`config.mk`:
```
export PLATFORM = sky130hd
export DESIGN_NAME = led_frame_transmitter
export DESIGN_NICKNAME = d
export VERILOG_FILES = /design/src/rtl/led_frame_transmitter.sv
export SDC_FILE = /design/constraint.sdc
export NUM_CORES = 1
export LEC_CHECK = 0
export ABC_AREA = 1
export ABC_CLOCK_PERIOD_IN_PS = 4500
export CAP_MARGIN = 25
export CORE_MARGIN = 2
export CORE_UTILIZATION = 35
export DETAILED_ROUTE_END_ITERATION = 8
export GPL_ROUTABILITY_DRIVEN = 0
export PLACE_DENSITY = 0.52
export SLEW_MARGIN = 10
export SYNTH_ARGS = -nofsm -noshare
export SYNTH_HDL_FRONTEND = slang
export SYNTH_SLANG_ARGS = --single-unit
```
`constraint.sdc`:
```
create_clock -name clock_i -period 4.5 [get_ports clock_i]
set_input_delay 0.9 -clock clock_i [delete_from_list [all_inputs] [get_ports clock_i]]
set_output_delay 0.9 -clock clock_i [all_outputs]
set_load 0.005 [all_outputs]
```
`src/rtl/led_frame_transmitter.sv`:
```
// led_frame_transmitter: serialises a frame of 24-bit GRB pixels onto a WS2812-style one-wire chain.
// Define LED_FRAME_TRANSMITTER_REPEAT_EN to add repeat_i for continuous refresh without start_i.
module led_frame_transmitter #(
  parameter int LED_COUNT    = 150,
  parameter int BIT_CYCLES   = 15,
  parameter int T0H_CYCLES   = 4,
  parameter int T1H_CYCLES   = 9,
  parameter int RESET_CYCLES = 600
) (
  input  logic        clock_i,
  input  logic        reset_n_i,
  input  logic        start_i,
`ifdef LED_FRAME_TRANSMITTER_REPEAT_EN
  input  logic        repeat_i,
`endif
  input  logic [23:0] pixel_data_i,
  output logic [7:0]  led_index_o,
  output logic        data_out_o,
  output logic        busy_o,
  output logic        frame_done_o
);
  localparam int PW = (BIT_CYCLES > 1) ? $clog2(BIT_CYCLES) : 1;
  localparam int LW = (RESET_CYCLES > 0) ? $clog2(RESET_CYCLES + 1) : 1;
  localparam logic [2:0] IDLE  = 3'd0;
  localparam logic [2:0] FETCH = 3'd1;
  localparam logic [2:0] LOAD  = 3'd2;
  localparam logic [2:0] SHIFT = 3'd3;
  localparam logic [2:0] LATCH = 3'd4;
  localparam logic [7:0] IDX_TOP = 8'(LED_COUNT - 1);
  localparam logic [7:0] IDX_NEXT = (LED_COUNT > 1) ? 8'(LED_COUNT - 2) : 8'd0;
  localparam logic [PW-1:0] PH_LAST = PW'(BIT_CYCLES - 1);
  localparam logic [PW-1:0] T0H = PW'(T0H_CYCLES);
  localparam logic [PW-1:0] T1H = PW'(T1H_CYCLES);
  localparam logic [LW-1:0] L_LAST = LW'(RESET_CYCLES - 1);

  logic [2:0]    state_q, state_d;
  logic [7:0]    idx_q, idx_d;
  logic [23:0]   shift_q, shift_d;
  logic [PW-1:0] phase_q, phase_d;
  logic [4:0]    cnt_q, cnt_d;
  logic [LW-1:0] latch_q, latch_d;
  logic          last_q, last_d;
  logic          rep;

`ifdef LED_FRAME_TRANSMITTER_REPEAT_EN
  assign rep = repeat_i;
`else
  assign rep = 1'b0;
`endif

  always_comb begin
    state_d = state_q;
    idx_d   = idx_q;
    shift_d = shift_q;
    phase_d = phase_q;
    cnt_d   = cnt_q;
    latch_d = latch_q;
    last_d  = last_q;
    case (state_q)
      IDLE: begin
        idx_d   = IDX_TOP;
        state_d = start_i ? FETCH : IDLE;
      end
      FETCH: state_d = LOAD;
      LOAD: begin
        shift_d = pixel_data_i;
        idx_d   = IDX_NEXT;
        last_d  = (LED_COUNT == 1);
        phase_d = '0;
        cnt_d   = '0;
        state_d = SHIFT;
      end
      SHIFT: begin
        if (phase_q == PH_LAST) begin
          phase_d = '0;
          if (cnt_q == 5'd23) begin
            cnt_d = '0;
            if (last_q) begin
              state_d = LATCH;
              latch_d = '0;
            end else begin
              // idx_q already points at the LED being loaded, so memory data is ready
              shift_d = pixel_data_i;
              last_d  = (idx_q == 8'd0);
              idx_d   = (idx_q == 8'd0) ? 8'd0 : idx_q - 8'd1;
            end
          end else begin
            cnt_d   = cnt_q + 5'd1;
            shift_d = {shift_q[22:0], 1'b0};
          end
        end else begin
          phase_d = phase_q + 1'b1;
        end
      end
      LATCH: begin
        if (latch_q == L_LAST) begin
          idx_d   = IDX_TOP;
          state_d = rep ? FETCH : IDLE;
        end else begin
          latch_d = latch_q + 1'b1;
        end
      end
      default: state_d = IDLE;
    endcase
  end

  always_ff @(posedge clock_i or negedge reset_n_i) begin
    if (!reset_n_i) begin
      state_q <= IDLE;
      idx_q   <= IDX_TOP;
      shift_q <= '0;
      phase_q <= '0;
      cnt_q   <= '0;
      latch_q <= '0;
      last_q  <= 1'b0;
    end else begin
      state_q <= state_d;
      idx_q   <= idx_d;
      shift_q <= shift_d;
      phase_q <= phase_d;
      cnt_q   <= cnt_d;
      latch_q <= latch_d;
      last_q  <= last_d;
    end
  end

  assign led_index_o  = idx_q;
  assign busy_o       = (state_q != IDLE);
  assign data_out_o   = (state_q == SHIFT) && (phase_q < (shift_q[23] ? T1H : T0H));
  assign frame_done_o = (state_q == LATCH) && (latch_q == L_LAST);
endmodule

```
### Yosys cells after proc, flatten, opt, wreduce, memory -nomap -nowiden

Index checks and enable logic that the tools add are counted.

* flip-flop bits (word level): 55
* input port bits: 27
* output and inout port bits: 11
* logic and storage cells: 71

* add/sub/neg operators: 4
* order comparisons: 1
* eq/ne operators: 14
* mux-type cells: 31
* reduce and logical (&&, ||, !) cells: 14

Operators by type and width (count)
* two-way mux 24 bit: 3
* case mux 24 bit (2 select lines): 1
* two-way mux 10 bit: 4
* two-way mux 8 bit: 5
* case mux 8 bit (4 select lines): 1
* case mux 10 bit (2 select lines): 1
* case mux 3 bit (5 select lines): 1
* two-way mux 3 bit: 4
* != test 2 bit (second input constant): 6
* adder 10 x 1 -> 10 bit (second input constant): 1
* == test 10 bit (second input constant): 1
* two-way mux 5 bit: 2
* case mux 5 bit (2 select lines): 1
* AND reduction 5 bit: 2
* logical NOT 8 bit: 1
* two-way mux 4 bit: 2
* case mux 4 bit (2 select lines): 1
* subtractor 8 x 1 -> 8 bit (second input constant): 1
* == test 3 x 2 -> 1 bit (second input constant): 2
* AND reduction 3 bit: 2
* adder 5 x 1 -> 5 bit (second input constant): 1
* == test 5 bit (second input constant): 1
* adder 4 x 1 -> 4 bit (second input constant): 1
* == test 4 bit (second input constant): 1
* other kinds (13): 18

### Logic depth before layout (Yosys ltp)

* depth in word-level cells: 6
* mapped depth: 10

### Worst setup path after synthesis

OpenSTA, ideal clock, no wires.

* path type: reg2out
* from: register state_q[0]
* to: output frame_done_o
* arrival time: 1.072 ns
* required time: 3.600 ns
* path slack: 2.528 ns
* cell stages (with the launch flop): 6
* cell sequence: dfrtp_1 > inv_1 > nand2_1 > nor2_2 > nand4_1 > inv_1

* cells in the longest elaborated chain, start to end: 2

RTL lines
* from (decl): line 36 `logic [2:0] state_q, state_d;`
* from (signal assigned): line 117 `state_q <= state_d;`
* == test 3 bit: line 130 `assign frame_done_o = (state_q == LATCH) && (latch_q == L_LAST);`
* logical AND 1 bit: line 130
* to (decl): line 20 `output logic frame_done_o`

Every way passes these cells.

### Worst setup path after layout

Ends and elaborated chain as after synthesis.

==> impl_metrics.yaml <==
power:
  netSwitchingPower_mw: 0.1858
  power.share.combinational: 0.055
  switching_share: 0.2072
  powerDensity_nw_per_um2: 244.8
  ir_drop_v: 0.0001379
  seqPwrFrac: 0.564
  internal_power_mw: 0.7110
  clkPwrFrac: 0.381
  p_leak_nw: 1.643
worst_setup_path:
  critPathRequiredTime_ns: 3.60
  slowest_delay_ns: 0.50
  end_kind: "output port"
  path_buf_inv: 3
  cp_max_fo: 10
  crit_path_top_delay_cell: "clkdlybuf4s50_1"
  regToRegSetupSlack_ns: 2.20
  path_class: "flop to output port"
  crit_path_frequent_cell: "inv_1"
  crit_chain: "inv_1 -> nand2_1 -> nor2_2 -> nand4_1 -> inv_1 -> clkdlybuf4s50_1"
  start_kind: "flop"
  cp_top_family: "buffers and inverters"
  cp_data_arrival_time_ns: 2.15
synthesis:
  synth_fa_ha_area_frac: 0.03215
  synth.most_common_cell: "nand2_1"
  async_flop_share: 1.000
  muxShareOfSynthArea: 0
  yosysUniqueCellTypes: 28
  syn_nets: 460
  synthTopCellsByCount: "132 x nand2_1, 52 x inv_1, 51 x dfrtp_1"
  ys_warn_count: 0
  netlist_area_um2: 3113
  synth-edff-count: 0
  synth_simple_gate_area_frac: 0.2846
  yosysTopAreaCell: "dfrtp_1"
  yosysSeqAreaShare: 0.4437
  synth_top_family_by_area: "simple AND/OR/NAND/NOR gates"
  ys_top_cells_by_area: "dfrtp_1 41%, nand2_1 16%, o21ai_0 8.0%"
  ys_ff_latch: 55
  synth_xor_area_frac: 0.01969
  synthCells: 425
  synth_compound_area_frac: 0.1270
  synth_top_flop_cell: "dfrtp_1"
  synth_top_area_frac: 0.4100
  synth_area_per_cell_um2: 7.325
drt:
  drc: 0
  wl_mm: 6.630
  vias: 2693
  dr.first_iter.drc_count: 136
  drt-wirelength-per-cell_um: 11.65
  ant_nets: 0
  vias_per_cell: 4.733
  firstDrtPassIters: 4
global_route:
  globalRouteOverflowTotal: 0
  groute.usage.overall: 0.1445
  grt_max_degree: 50
  grt_pass1_wl_mm: 11.56
  grt_pass1_vias: 2569
  antenna_found_initial: 0
clocking:
  cts_tree: "done"
  cts_setup_buffers: 0
  cts_buffers: 5
  clockBufferDepth: 2
  path_clk_slew_ns: 0.10
  clkSinkCount: 55
  hold_buffers: 0
  ctsResizeCount: 0
  cts_max_level: 2
  clock_latency_ns: 0.31
  cts-root-buf: "clkbuf_8"
sta:
  slew_violations: 0
  rsz0062_at_grt: "false"
  finalSetupViolCount: 0
  finalHoldViolations: 0
  fin_worst_skew_ns: 0.007853
  tightest_slew_ns: 0.7420
  tns_ns: 0
  post-route-period-util: 0.6773
  slew_headroom: 0.5036
  fin_crit_ns: 3.048
  max_freq_ghz: 0.3281
placed_design:
  hpwl_mm: 4.702
  io_buffer_count: 37
  dpl.cell_count: 561
  placed_area_um2: 3546
cells_and_area:
  n_fill_cell: 924
  final_area_um2: 3664
  final_cells: 569
  antenna_cells: 0
  area_growth_pct: 17.68
  drive_gt1_frac: 0.05423
  nets: 495
  fin_util: 0.4221
status:
  outcome: "finished clean"
die:
  boundaryPins: 38
  start_util: 0.3587
  die_h_um: 98.31
  rows: 34
  core-area_um2: 8678
  die_x_um: 98.31
  fp.dieArea_um2: 9665
job:
  drv_cap: 0
worst_hold_path:
  hp-class: "flop to flop"
[cells by family after synthesis]
| family | Yosys count |
|---|---|
| simple gates | 214 |
| compound gates | 75 |
| buf+inv | 66 |
| flops | 55 |
| fa+ha+maj | 8 |
| xor+xnor | 7 |
[cell type report]
| type | count | area, µm² | area share |
|---|---|---|---|
| Multi-Input combinational cell | 304 | 1443 | 0.3938 |
| Sequential cell | 55 | 1381 | 0.3770 |
| Timing Repair Buffer | 39 | 380.4 | 0.1038 |
| Inverter | 55 | 206.4 | 0.05635 |
| Tap cell | 108 | 135.1 | 0.03689 |
| Clock buffer | 6 | 82.58 | 0.02254 |
| Clock inverter | 2 | 35.03 | 0.009563 |
[per-layer routing]
layer	wire, µm	up-vias	global-route usage	share of wire
li1	-	1423	-	-
met1	3407	1222	0.2006	0.51
met2	2961	41	0.2339	0.45
met3	185	7	0.02362	0.028
met4	76	0	0.04110	0.011
met5	0	-	0	0
[registers in the layout (all words and copies together), names as in the netlist]
| name | flops |
|---|---|
| led_index_o | 8 |
| latch_q | 10 |
| phase_q | 4 |
| last_q | 1 |
| shift_q | 24 |
| cnt_q | 5 |
| state_q | 3 |
[metrics by stage]
step / hold WS [ns] / power, mW / worst slack [ns]
2_1_floorplan: 0.4628 / 0.5288 / 2.528
3_3_place_gp: 0.4685 / 0.5662 / 1.872
3_5_place_dp: 0.4709 / 0.5665 / 1.824
4_1_cts: 0.4865 / 0.9154 / 1.452
5_1_grt: 0.5120 / 0.9410 / 1.282
6_report: 0.4806 / 0.8968 / 1.452
[cell usage in the layout (no fill, tap or decap)]
master	instances
xnor2_1	3
nand3_2	1
clkbuf_8	6
nor2_4	1
nand3_1	32
o22ai_1	2
ha_1	8
a31oi_1	2
dfrtp_1	51
nand4_1	8
clkinv_2	1
buf_4	2
a21oi_2	2
or2_2	1
a21oi_1	4
o31ai_1	1
o21bai_1	2
nand2_2	1
nor2_1	36
nor2_2	1
inv_2	3
dfstp_2	4
clkdlybuf4s50_1	36
bufinv_16	1
nand2_1	132
inv_1	52
o21ai_1	12
o21ai_0	50
xor2_1	4
nor3_1	1
buf_2	1
[final timing paths]
kind | startpoint | to | depth (start not counted)
setup / recovery | state_q[0]$_DFFE_PN0P_ | frame_done_o | 6
hold / removal | led_index_o[0]$_DFFE_PN1P_ | led_index_o[0]$_DFFE_PN1P_ | 2
setup reg to reg | cnt_q[0]$_DFFE_PN0P_ | led_index_o[4]$_DFFE_PN1P_ | 5
hold reg to reg | led_index_o[0]$_DFFE_PN1P_ | led_index_o[0]$_DFFE_PN1P_ | 2
max in group asynchronous | reset_n_i | shift_q[5]$_DFFE_PN0P_ | 2
min in group asynchronous | reset_n_i | led_index_o[3]$_DFFE_PN0P_ | 1
[power groups by stage]
stage / registers (mW) / clock network, mW / logic, mW
global placement: 0.516 / 0 / 0.0507
finish: 0.506 / 0.342 / 0.0490
floorplan: 0.515 / 0 / 0.0136
global route: 0.507 / 0.377 / 0.0568
CTS: 0.506 / 0.358 / 0.0510
detailed placement: 0.516 / 0 / 0.0508
[worst reg2reg max path: cells and delay by family (launching register included)]
kind	cells	cell delay [ns]
and+or+nand+nor	3	1.25
DFF	1	0.41
AOI/OAI and AO/OA	1	0.31
adders and majority gates	1	0.25
No activity file was read; power rests on OpenSTA's default activity.
